`src/rtl/common.sv`:
```
// common: shared types for the magic button front end
package common;
  typedef enum logic [1:0] {BTN_DISARMED, BTN_IDLE, BTN_PRESSED, BTN_LONG} btn_state_t;
endpackage

```
`src/rtl/debounce.sv`:
```
// debounce: 2-flop synchroniser on an active-low pin plus a tick-based stability filter
module debounce #(
  parameter int DEBOUNCE_MS = 20
) (
  input  logic clk28,
  input  logic rst,
  input  logic tick,
  input  logic pin_n,
  output logic raw,
  output logic level
);
  localparam int W = $clog2(DEBOUNCE_MS + 1);
  logic [1:0] sync;
  logic [W-1:0] cnt;
  always_ff @(posedge clk28) sync <= {sync[0], pin_n};
  assign raw = !sync[1];
  // level flips on the tick that completes DEBOUNCE_MS ticks of continuous disagreement
  always_ff @(posedge clk28) begin
    if (rst) begin
      level <= 1'b0;
      cnt <= '0;
    end else if (raw == level) begin
      cnt <= '0;
    end else if (tick) begin
      level <= (cnt == W'(DEBOUNCE_MS - 1)) ? raw : level;
      cnt <= (cnt == W'(DEBOUNCE_MS - 1)) ? '0 : cnt + 1'b1;
    end
  end
endmodule

```
`src/rtl/magic_button_ctl.sv`:
```
// magic_button_ctl: debounced magic button, short/long press classification and held magic/pause requests
module magic_button_ctl import common::*; #(
  parameter int TICK_DIV    = 28000,
  parameter int DEBOUNCE_MS = 20,
  parameter int LONG_MS     = 1000
) (
  input  logic clk28,
  input  logic rst,
  input  logic btn_n,
  input  logic kbd_magic,
  input  logic kbd_pause,
  input  logic n_int,
  input  logic n_int_next,
  output logic magic_button,
  output logic pause_button,
  output logic reboot_req,
  output logic btn_down
);
  localparam int PW = $clog2(TICK_DIV + 1);
  localparam int HW = $clog2(LONG_MS + 1);
  btn_state_t state;
  logic [PW-1:0] presc;
  logic [HW-1:0] hold;
  logic tick, raw, kbd_magic_q, kbd_pause_q, frame_edge, magic_set, pause_set;
  assign tick = presc == PW'(TICK_DIV - 1);
  assign frame_edge = n_int && !n_int_next;
  assign magic_set = (state == BTN_PRESSED && !btn_down) || (kbd_magic && !kbd_magic_q);
  assign pause_set = kbd_pause && !kbd_pause_q;
  debounce #(.DEBOUNCE_MS(DEBOUNCE_MS)) u_debounce (
    .clk28,
    .rst,
    .tick,
    .pin_n(btn_n),
    .raw,
    .level(btn_down)
  );
  always_ff @(posedge clk28) presc <= (rst || tick) ? '0 : presc + 1'b1;
  // DISARMED also waits for the raw pin so a button held through reset never fires
  always_ff @(posedge clk28) begin
    if (rst) begin
      state <= BTN_DISARMED;
      hold <= '0;
      reboot_req <= 1'b0;
    end else begin
      reboot_req <= 1'b0;
      case (state)
        BTN_DISARMED: state <= (!btn_down && !raw) ? BTN_IDLE : BTN_DISARMED;
        BTN_IDLE: begin
          state <= btn_down ? BTN_PRESSED : BTN_IDLE;
          hold <= '0;
        end
        BTN_PRESSED:
          if (!btn_down) state <= BTN_IDLE;
          else if (tick) begin
            hold <= hold + 1'b1;
            reboot_req <= hold == HW'(LONG_MS - 1);
            state <= (hold == HW'(LONG_MS - 1)) ? BTN_LONG : BTN_PRESSED;
          end
        BTN_LONG: state <= btn_down ? BTN_LONG : BTN_IDLE;
      endcase
    end
  end
  // edge detectors track the key level during reset so a key held across release is not an edge
  always_ff @(posedge clk28) begin
    kbd_magic_q <= kbd_magic;
    kbd_pause_q <= kbd_pause;
    magic_button <= !rst && (magic_set || (magic_button && !frame_edge));
    pause_button <= !rst && (pause_set || (pause_button && !frame_edge));
  end
endmodule

```
`config.mk`:
```
export PLATFORM = sky130hd
export DESIGN_NAME = magic_button_ctl
export DESIGN_NICKNAME = d
export VERILOG_FILES = /design/src/rtl/common.sv /design/src/rtl/debounce.sv /design/src/rtl/magic_button_ctl.sv
export SDC_FILE = /design/constraint.sdc
export NUM_CORES = 1
export LEC_CHECK = 0
export CORE_MARGIN = 4
export CORE_UTILIZATION = 62
export CTS_CLUSTER_DIAMETER = 120
export DETAILED_ROUTE_END_ITERATION = 6
export DONT_BUFFER_PORTS = 1
export PLACE_DENSITY_LB_ADDON = 0.2
export RECOVER_POWER = 50
export SLEW_MARGIN = 20
export SYNTH_ARGS = -nofsm -noshare
export SYNTH_HDL_FRONTEND = slang
export SYNTH_SLANG_ARGS = --single-unit
```
`constraint.sdc`:
```
create_clock -name clk28 -period 2.54 [get_ports clk28]
set_input_delay 0.508 -clock clk28 [delete_from_list [all_inputs] [get_ports clk28]]
set_output_delay 0.508 -clock clk28 [all_outputs]
set_load 0.005 [all_outputs]
```
==> results.yml, run 1 <==
yosys:
  synth.avg_cell_area_um2: 9.11
  syn_inst: 218
  ys_types: 45
  yosysSeqAreaShare_pct: 40.3
  synthArstFlopShare_pct: 0
  synth_enable_flop_cells: 0
  synth_warnings: 0
  ys.flop_type: "dfxtp_1"
  syn-num-nets: 229
  syn_area_um2: 1990
  ys_ff_latch: 40
clock_tree:
  hold_buffers: 0
  cts_buffers: 5
  root_buffer: "clkbuf_4"
  clk_pin_slew_ps: 110
  cts_resized: 0
  cts_max_level: 2
  tritoncts: "done"
  insertion_delay_ps: 350
  postCtsSetupBuffers: 0
  cts_num_sinks: 40
  clockBufferDepth: 2
worst_setup_path:
  crit_arrival_ps: 2540
  crit_path_start_kind: "flip-flop"
  cp.required_ps: 2820
  crit_path_max_incr_delay_ps: 570
  cp_slowest_cell: "or4b_4"
  path_max_fanout: 15
  crit_type: "flip-flop to flip-flop"
  endpoint_kind: "flip-flop"
  worstPathCellList: "or4b_4, or4_1, buf_4, a2111oi_4, mux2i_1"
cells_and_area:
  area_growth_pct: 2.58
  final_layout_size_suffix_gt1_share_pct: 11.4
  n_antenna_cell: 0
  nets: 230
  regArea_um2: 801
  fillerInstances: 274
  multiInputGateArea_um2: 1080
  final_cell_area_um2: 2040
routing:
  drc: 0
  drtIter0Drc: 123
  via_per_inst: 6.06
  routedWlPerCell_um: 15.0
  ant_nets: 0
  dr.pass1.iters: 4
  via_count: 1600
  drt-total-wl_um: 3970
global_routing:
  gr-total-overflow: 0
  grt_pass1_wl_um: 6580
  grt_usage_pct: 20.0
  grt_pass1_vias: 1479
  antenna_found_initial: 0
  grt_max_degree: 21
floorplan:
  die_x_um: 64.6
  die_area_um2: 4170
  die_y_um: 64.6
  rows: 20
  start_util_pct: 65.1
  pin_count: 11
  core_um2: 3050
sta:
  rsz0062_at_grt: "no"
  slew_headroom_pct: 55.3
  hold_viol: 0
  finalSetupViolations: 0
  finalCriticalPeriod_ps: 2270
  clock_skew_ps: 10.8
  tightest_slew_ps: 664
  fin_setup_tns_ps: 0
  finalCritPeriodShare_pct: 89.3
  slew_viol_final: 0
  fmax_ghz: 0.441
power:
  p_per_area_nw_per_um2: 501
  p_leak_uw: 0.000641
  peakVddDrop_v: 0.000309
place:
  dp_hpwl_um: 2800
  globalplace.congestion: 0.817
  io_buffers: 0
  dpl_cell_area_um2: 2000
flow_run:
  cap_violations: 0
min_path:
  min_path_type: "input port to flip-flop"
outcome:
  status: "finished, final reports clean"
[cells in the mapped netlist (2+ instances only)]
library cell / instances / area (µm²)
dfxtp_1: 40 / 801
nor2_1: 22 / 82.6
nand2_1: 21 / 78.8
nand3_1: 16 / 80.1
mux2i_1: 10 / 100
a21oi_1: 7 / 35.0
a211oi_2: 6 / 75.1
inv_1: 6 / 22.5
nand4_1: 6 / 37.5
nor4_1: 6 / 37.5
or3_2: 6 / 45.0
xnor2_1: 6 / 52.6
nand2b_1: 5 / 31.3
xor2_1: 5 / 43.8
a31oi_1: 4 / 25.0
ha_1: 4 / 50.1
nor3_1: 4 / 20.0
or3_1: 4 / 25.0
buf_6: 3 / 33.8
clkbuf_1: 3 / 11.3
nand4b_1: 3 / 26.3
nor2b_1: 3 / 18.8
and3b_1: 2 / 17.5
and4_1: 2 / 17.5
buf_2: 2 / 10.0
nand3b_1: 2 / 15.0
or4_1: 2 / 15.0
[worst paths after layout]
path	startpoint	end	slack, ps	depth (start not counted)
hold reg to reg	u_debounce.sync[0]	u_debounce.sync[1]	360	0
setup reg to reg	presc[7]	hold[9]	270	5
setup / recovery	presc[7]	hold[9]	270	5
hold / removal	kbd_pause	kbd_pause_q	170	0
[worst max-delay path: cells and delay by family, from the launching register on]
kind / cells / cell delay (ps)
flip-flops: 1 / 370
buffers and inverters: 1 / 210
multiplexers: 1 / 220
AO/OA/AOI/OAI: 1 / 360
AND/OR/NAND/NOR: 2 / 1040
[per-stage QoR]
stage	setup WS [ps]	hold WS [ps]	total power (µW)	util (%)	std cells
after floorplan	433	310	701	-	218
after global placement	359	318	701	65.5	256
after detailed placement	299	328	705	65.5	256
after CTS	274	172	1020	67.4	264
after global routing	161	154	1070	66.8	264
final	272	173	1020	66.8	264
[final cells by class]
| cell class | instances | area share, % |
|---|---|---|
| Clock buffer | 8 | 2.89 |
| Inverter | 6 | 1.10 |
| Multi-Input combinational cell | 162 | 52.9 |
| Sequential cell | 40 | 39.3 |
| Tap cell | 44 | 2.70 |
| Timing Repair Buffer | 4 | 1.10 |
[report_power, final]
part           internal [µW]  switching [µW]  total (µW)  leakage [µW]
clock network            137             194         330     0.0000326
registers                638            9.54         647      0.000325
logic                   18.6            24.4        43.0      0.000284
total                    793             228        1020      0.000641
[layer usage]
| layer | up-vias | global-route usage (%) | routed length (µm) |
|---|---|---|---|
| met5 | - | 0 | 0 |
| met4 | 0 | 6.60 | 58 |
| met3 | 10 | 5.37 | 201 |
| met2 | 45 | 33.5 | 1880 |
| met1 | 756 | 24.8 | 1830 |
| li1 | 789 | - | - |
[cell families (layout without fill, tap and decap cells)]
logic type      count (synthesis)  after routing  synth area share (%)
mux                            11             11                  5.60
flops                          40             40                  40.3
buf+inv                        16             18                  4.85
compound gates                 25             25                  11.1
simple gates                  111            111                  30.8
fa+ha+maj                       4              4                  2.52
xor+xnor                       11             11                  4.85
[sequential cells by signal (all words and copies together), names as in the netlist]
signal and cells:
u_debounce.level 1, u_debounce.cnt 5, state 2, hold 10, magic_button 1, reboot_req 1, pause_button 1, u_debounce.sync 2
presc 15, kbd_magic_q 1, kbd_pause_q 1
[placed cells by master, fill, tap and decap left out, types with 4 or more instances in the layout]
cell type / instances
a21oi_1: 7
clkbuf_1: 4
or3_1: 4
nor3_1: 4
nor4_1: 6
xor2_1: 5
nand2_1: 21
nand2b_1: 5
nand3_1: 16
dfxtp_1: 40
a31oi_1: 4
ha_1: 4
nor2_1: 22
a211oi_2: 4
xnor2_1: 6
clkbuf_4: 5
nand4_1: 6
or3_2: 6
inv_1: 6
mux2i_1: 10
No activity file was read; power rests on OpenSTA's default activity.
==> run 2: changes to the inputs <==
--- a/config.mk
+++ b/config.mk
@@ -6,13 +6,13 @@
 export NUM_CORES = 1
 export LEC_CHECK = 0
 export CORE_MARGIN = 4
-export CORE_UTILIZATION = 62
+export CORE_UTILIZATION = 28
 export CTS_CLUSTER_DIAMETER = 120
 export DETAILED_ROUTE_END_ITERATION = 6
 export DONT_BUFFER_PORTS = 1
 export PLACE_DENSITY_LB_ADDON = 0.2
 export RECOVER_POWER = 50
-export SLEW_MARGIN = 20
+export SLEW_MARGIN = 0
 export SYNTH_ARGS = -nofsm -noshare
 export SYNTH_HDL_FRONTEND = slang
 export SYNTH_SLANG_ARGS = --single-unit
==> constraint.sdc (replaced) <==
create_clock -name clk28 -period 2.54 [get_ports clk28]
set_input_delay 0.254 -clock clk28 [delete_from_list [all_inputs] [get_ports clk28]]
set_output_delay 0.254 -clock clk28 [all_outputs]
set_load 0.005 [all_outputs]
==> run 2 against run 1 <==
Routed wire length grew 1.4%; first-iteration DRC count shrank 26%; critical path depth is the same; worst hold slack lost 150 ps; critical endpoint unchanged; largest cell class unchanged.
==> results.yml, run 2 (synthesis gave the netlist of run 1 again) <==
outcome:
  status: "finished, final reports clean"
cells_and_area:
  top_regs: "presc (15), hold (10), u_debounce.cnt (5)"
  mostFrequentLayoutCell: "dfxtp_1"
  final_layout_size_suffix_gt1_share_pct: 13.0
  mostFrequentLayoutCells: "40 x dfxtp_1, 22 x nor2_1, 21 x nand2_1"
  regMostFlops: "presc"
  area_growth_pct: 9.07
  n_antenna_cell: 0
  largest_reg_flops: 15
  stdcell_count: 319
  nets: 234
routing:
  dr.pass1.iters: 4
  drc: 0
  routedWlPerCell_um: 12.6
  via_per_inst: 4.71
  drtIter0Drc: 91
  via_count: 1503
  drt-total-wl_um: 4020
  ant_nets: 0
sta:
  fin_setup_tns_ps: 0
  clock_skew_ps: 5.12
  fin_ws_ps: 226
  finalCritPeriodShare_pct: 91.1
  tightest_slew_ps: 667
  fmax_ghz: 0.432
  slew_viol_final: 0
  rsz0062_at_grt: "no"
  hold_viol: 0
  finalCriticalPeriod_ps: 2310
  finalSetupViolations: 0
  slew_headroom_pct: 55.5
power:
  intPower_uw: 845
  p_per_area_nw_per_um2: 511
  power_frac_seq_pct: 58.4
  combPwrFrac_pct: 4.4
  p_leak_uw: 0.000664
  switching_power_uw: 261
  power_uw: 1110
  clkPwrFrac_pct: 37.2
  peakVddDrop_v: 0.000153
  switching_share_pct: 23.6
clock_tree:
  tritoncts: "done"
  postCtsSetupBuffers: 0
  clockBufferDepth: 2
  root_buffer: "clkbuf_8"
  cts_max_level: 2
  cts_num_sinks: 40
  cts_buffers: 5
  insertion_delay_ps: 290
  clk_pin_slew_ps: 80
global_routing:
  grt_pass1_wl_um: 7240
  grt_pass1_vias: 1475
  antenna_found_initial: 0
  gr-total-overflow: 0
  grt_max_degree: 21
  grt_usage_pct: 10.6
flow_run:
  cap_violations: 0
worst_setup_path:
  crit_arrival_ps: 2530
  path_max_fanout: 15
  cp_slowest_cell: "or4b_1"
  crit_path_max_incr_delay_ps: 590
  crit_type: "flip-flop to flip-flop"
  crit_path_start_kind: "flip-flop"
  endpoint_kind: "flip-flop"
  r2r_slack_ps: 230
  cp.required_ps: 2760
  worstPathCellList: "or4b_1, or4_1, buf_4, a2111oi_4, mux2i_1"
place:
  globalplace.congestion: 0.762
  io_buffers: 0
  dp_hpwl_um: 2730
  dpl.cell_count: 309
  dp_slack_ps: 289
floorplan:
  pin_count: 11
  die_y_um: 92.2
  start_util_pct: 29.1
  die_x_um: 92.2
  core_um2: 6830
  rows: 30
  die_area_um2: 8510
min_path:
  min_path_type: "input port to flip-flop"
## run 2: worst paths after layout
kind	from	end	cells after the start
setup / recovery	presc[5]	hold[9]	5
hold / removal	rst	presc[4]	1
setup reg to reg	presc[5]	hold[9]	5
hold reg to reg	u_debounce.sync[0]	u_debounce.sync[1]	0
## run 2: timing repair
| action | CTS | global route |
|---|---|---|
| hold endpoints to repair | 3 | 0 |
| hold buffers | 3 | 0 |
| gates resized for setup | 0 | 0 |
## run 2: power by group through the flow
stage          sequential [µW]  combinational [µW]  clock [µW]
6_report                   646                48.5         412
5_1_grt                    649                55.2         454
4_1_cts                    646                49.7         432
3_5_place_dp               661                45.6           0
3_3_place_gp               661                45.7           0
2_1_floorplan              658                43.2           0
## run 2: per-stage QoR
step	hold slack, ps	cell area (µm²)	utilization [%]
2_1_floorplan	282	1990	-
3_3_place_gp	282	2070	30.3
5_1_grt	2.78	2170	31.7
6_report	22.4	2170	31.7
3_5_place_dp	282	2070	30.3
4_1_cts	13.3	2180	31.9
## run 2: final cells by class
class	instances	area, µm²
inverter	6	22.5
clock inverter	2	12.5
multi-input combinational	162	1080
clock buffer	5	68.8
sequential	40	801
fill	733	4660
timing repair buffer	8	57.6
tap	96	120
## run 2: per-layer routing
metal  wire length, µm  track usage (%)  vias up
met1              2130             14.6      697
met2              1700             15.4       10
met5                 0                0        -
met3               130             3.36        5
met4                61             3.71        0
li1                  -                -      791
## run 2: worst max-delay path, delay by kind of cell, from the launching register on
family                 cells  cell delay (ps)
multiplexers               1              230
AO/OA/AOI/OAI              1              370
buffers and inverters      1              210
AND/OR/NAND/NOR            2             1070
flip-flops                 1              370
==> run 3: changes to the inputs <==
--- a/config.mk
+++ b/config.mk
@@ -12,6 +12,7 @@
 export DONT_BUFFER_PORTS = 1
 export PLACE_DENSITY_LB_ADDON = 0.2
 export RECOVER_POWER = 50
+export SKIP_CTS_REPAIR_TIMING = 1
 export SLEW_MARGIN = 0
 export SYNTH_ARGS = -nofsm -noshare
 export SYNTH_HDL_FRONTEND = slang
==> run 3 against run 2 <==
Routed wire length is 0.57% higher; flip-flop and latch count stayed put; critical path depth did not move; sequential power about the same; combinational power hardly changed; final area unchanged; non-clock buffer count stayed put; register-to-register slack barely moved.
==> results.yml, run 3 (synthesis gave the netlist of run 1 again) <==
floorplan:
  core_um2: 6830
  start_util_pct: 29.1
  pin_count: 11
  die_x_um: 92.2
  die_area_um2: 8510
  rows: 30
  die_y_um: 92.2
global_routing:
  grt_pass1_vias: 1469
  antenna_found_initial: 0
  grt_usage_pct: 10.5
  grt_pass1_wl_um: 7190
  gr-total-overflow: 0
  grt_max_degree: 21
worst_setup_path:
  cp_slowest_cell: "or4b_1"
  endpoint_kind: "flip-flop"
  cp.required_ps: 2760
  path_max_fanout: 15
  crit_type: "flip-flop to flip-flop"
  crit_arrival_ps: 2530
  crit_path_start_kind: "flip-flop"
  path_buf_inv: 1
  worstPathCellList: "or4b_1, or4_1, buf_4, a2111oi_4, mux2i_1"
  cpLargestDelayFamily: "simple AND/OR/NAND/NOR gates"
  crit_path_max_incr_delay_ps: 590
routing:
  drtIter0Drc: 83
  via_count: 1499
  via_per_inst: 4.70
  drt-total-wl_um: 4050
  ant_nets: 0
  dr.pass1.iters: 4
  routedWlPerCell_um: 12.7
  drc: 0
cells_and_area:
  regMostFlops: "presc"
  largest_reg_flops: 15
  area_growth_pct: 9.07
  nets: 234
  top_regs: "presc (15), hold (10), u_debounce.cnt (5)"
  mostFrequentLayoutCell: "dfxtp_1"
  final_layout_size_suffix_gt1_share_pct: 13.0
  n_antenna_cell: 0
  mostFrequentLayoutCells: "40 x dfxtp_1, 22 x nor2_1, 21 x nand2_1"
  fillerInstances: 736
power:
  combPwrFrac_pct: 4.4
  p_per_area_nw_per_um2: 511
  power_frac_seq_pct: 58.3
  switching_share_pct: 23.7
  switching_power_uw: 262
  clkPwrFrac_pct: 37.3
  power_uw: 1110
  peakVddDrop_v: 0.000153
  intPower_uw: 845
  p_leak_uw: 0.000664
sta:
  slew_viol_final: 0
  slew_headroom_pct: 53.9
  finalSetupViolations: 0
  clock_skew_ps: 5.16
  finalCriticalPeriod_ps: 2310
  rsz0062_at_grt: "no"
  fin_setup_tns_ps: 0
  hold_viol: 0
  fmax_ghz: 0.432
  finalCritPeriodShare_pct: 91.1
  tightest_slew_ps: 691
flow_run:
  cap_violations: 0
clock_tree:
  clk_pin_slew_ps: 80
  cts_buffers: 5
  cts_max_level: 2
  root_buffer: "clkbuf_8"
  clockBufferDepth: 2
  insertion_delay_ps: 290
  cts_num_sinks: 40
  tritoncts: "done"
min_path:
  min_path_type: "input port to flip-flop"
outcome:
  status: "finished, final reports clean"
place:
  dp_hpwl_um: 2730
  globalplace.congestion: 0.762
  io_buffers: 0
==> run 3: power by group through the flow <==
stage	Sequential, µW	Clock, µW	Combinational, µW
6_report	646	413	48.7
5_1_grt	649	454	55.2
4_1_cts	646	432	46.1
3_5_place_dp	661	0	45.6
3_3_place_gp	661	0	45.7
2_1_floorplan	658	0	43.2
==> run 3: path summary, 6_finish.rpt <==
| kind | startpoint | endpoint | slack (ps) | depth (start not counted) |
|---|---|---|---|---|
| max | presc[5] | hold[9] | 230 | 5 |
| min | rst | presc[4] | 20 | 1 |
| max reg2reg | presc[5] | hold[9] | 230 | 5 |
| min reg2reg | u_debounce.sync[0] | u_debounce.sync[1] | 360 | 0 |
==> run 3: per-layer routing <==
| metal | part of all wire [%] | routed length [µm] | global-route usage [%] | vias up |
|---|---|---|---|---|
| met1 | 53 | 2150 | 14.5 | 693 |
| met3 | 3.2 | 130 | 3.36 | 5 |
| li1 | - | - | - | 791 |
| met4 | 1.5 | 61 | 3.71 | 0 |
| met5 | 0 | 0 | 0 | - |
| met2 | 42 | 1700 | 15.3 | 10 |
==> run 3: layout make-up <==
class	instances	area, µm²	area share, %
Inverter	6	22.5	1.04
Multi-Input combinational cell	162	1080	50.1
Clock buffer	5	68.8	3.18
Clock inverter	2	12.5	0.577
Sequential cell	40	801	37.0
Tap cell	96	120	5.54
Timing Repair Buffer	8	57.6	2.66
==> run 3: stage by stage <==
stage	utilization, %	hold slack [ps]	setup slack [ps]	cells	instance area (µm²)
4_1_cts	31.5	-27.9	265	316	2150
3_3_place_gp	30.3	282	337	309	2070
2_1_floorplan	-	282	433	218	1990
5_1_grt	31.7	2.78	97.0	319	2170
3_5_place_dp	30.3	282	289	309	2070
6_report	31.7	22.1	226	319	2170
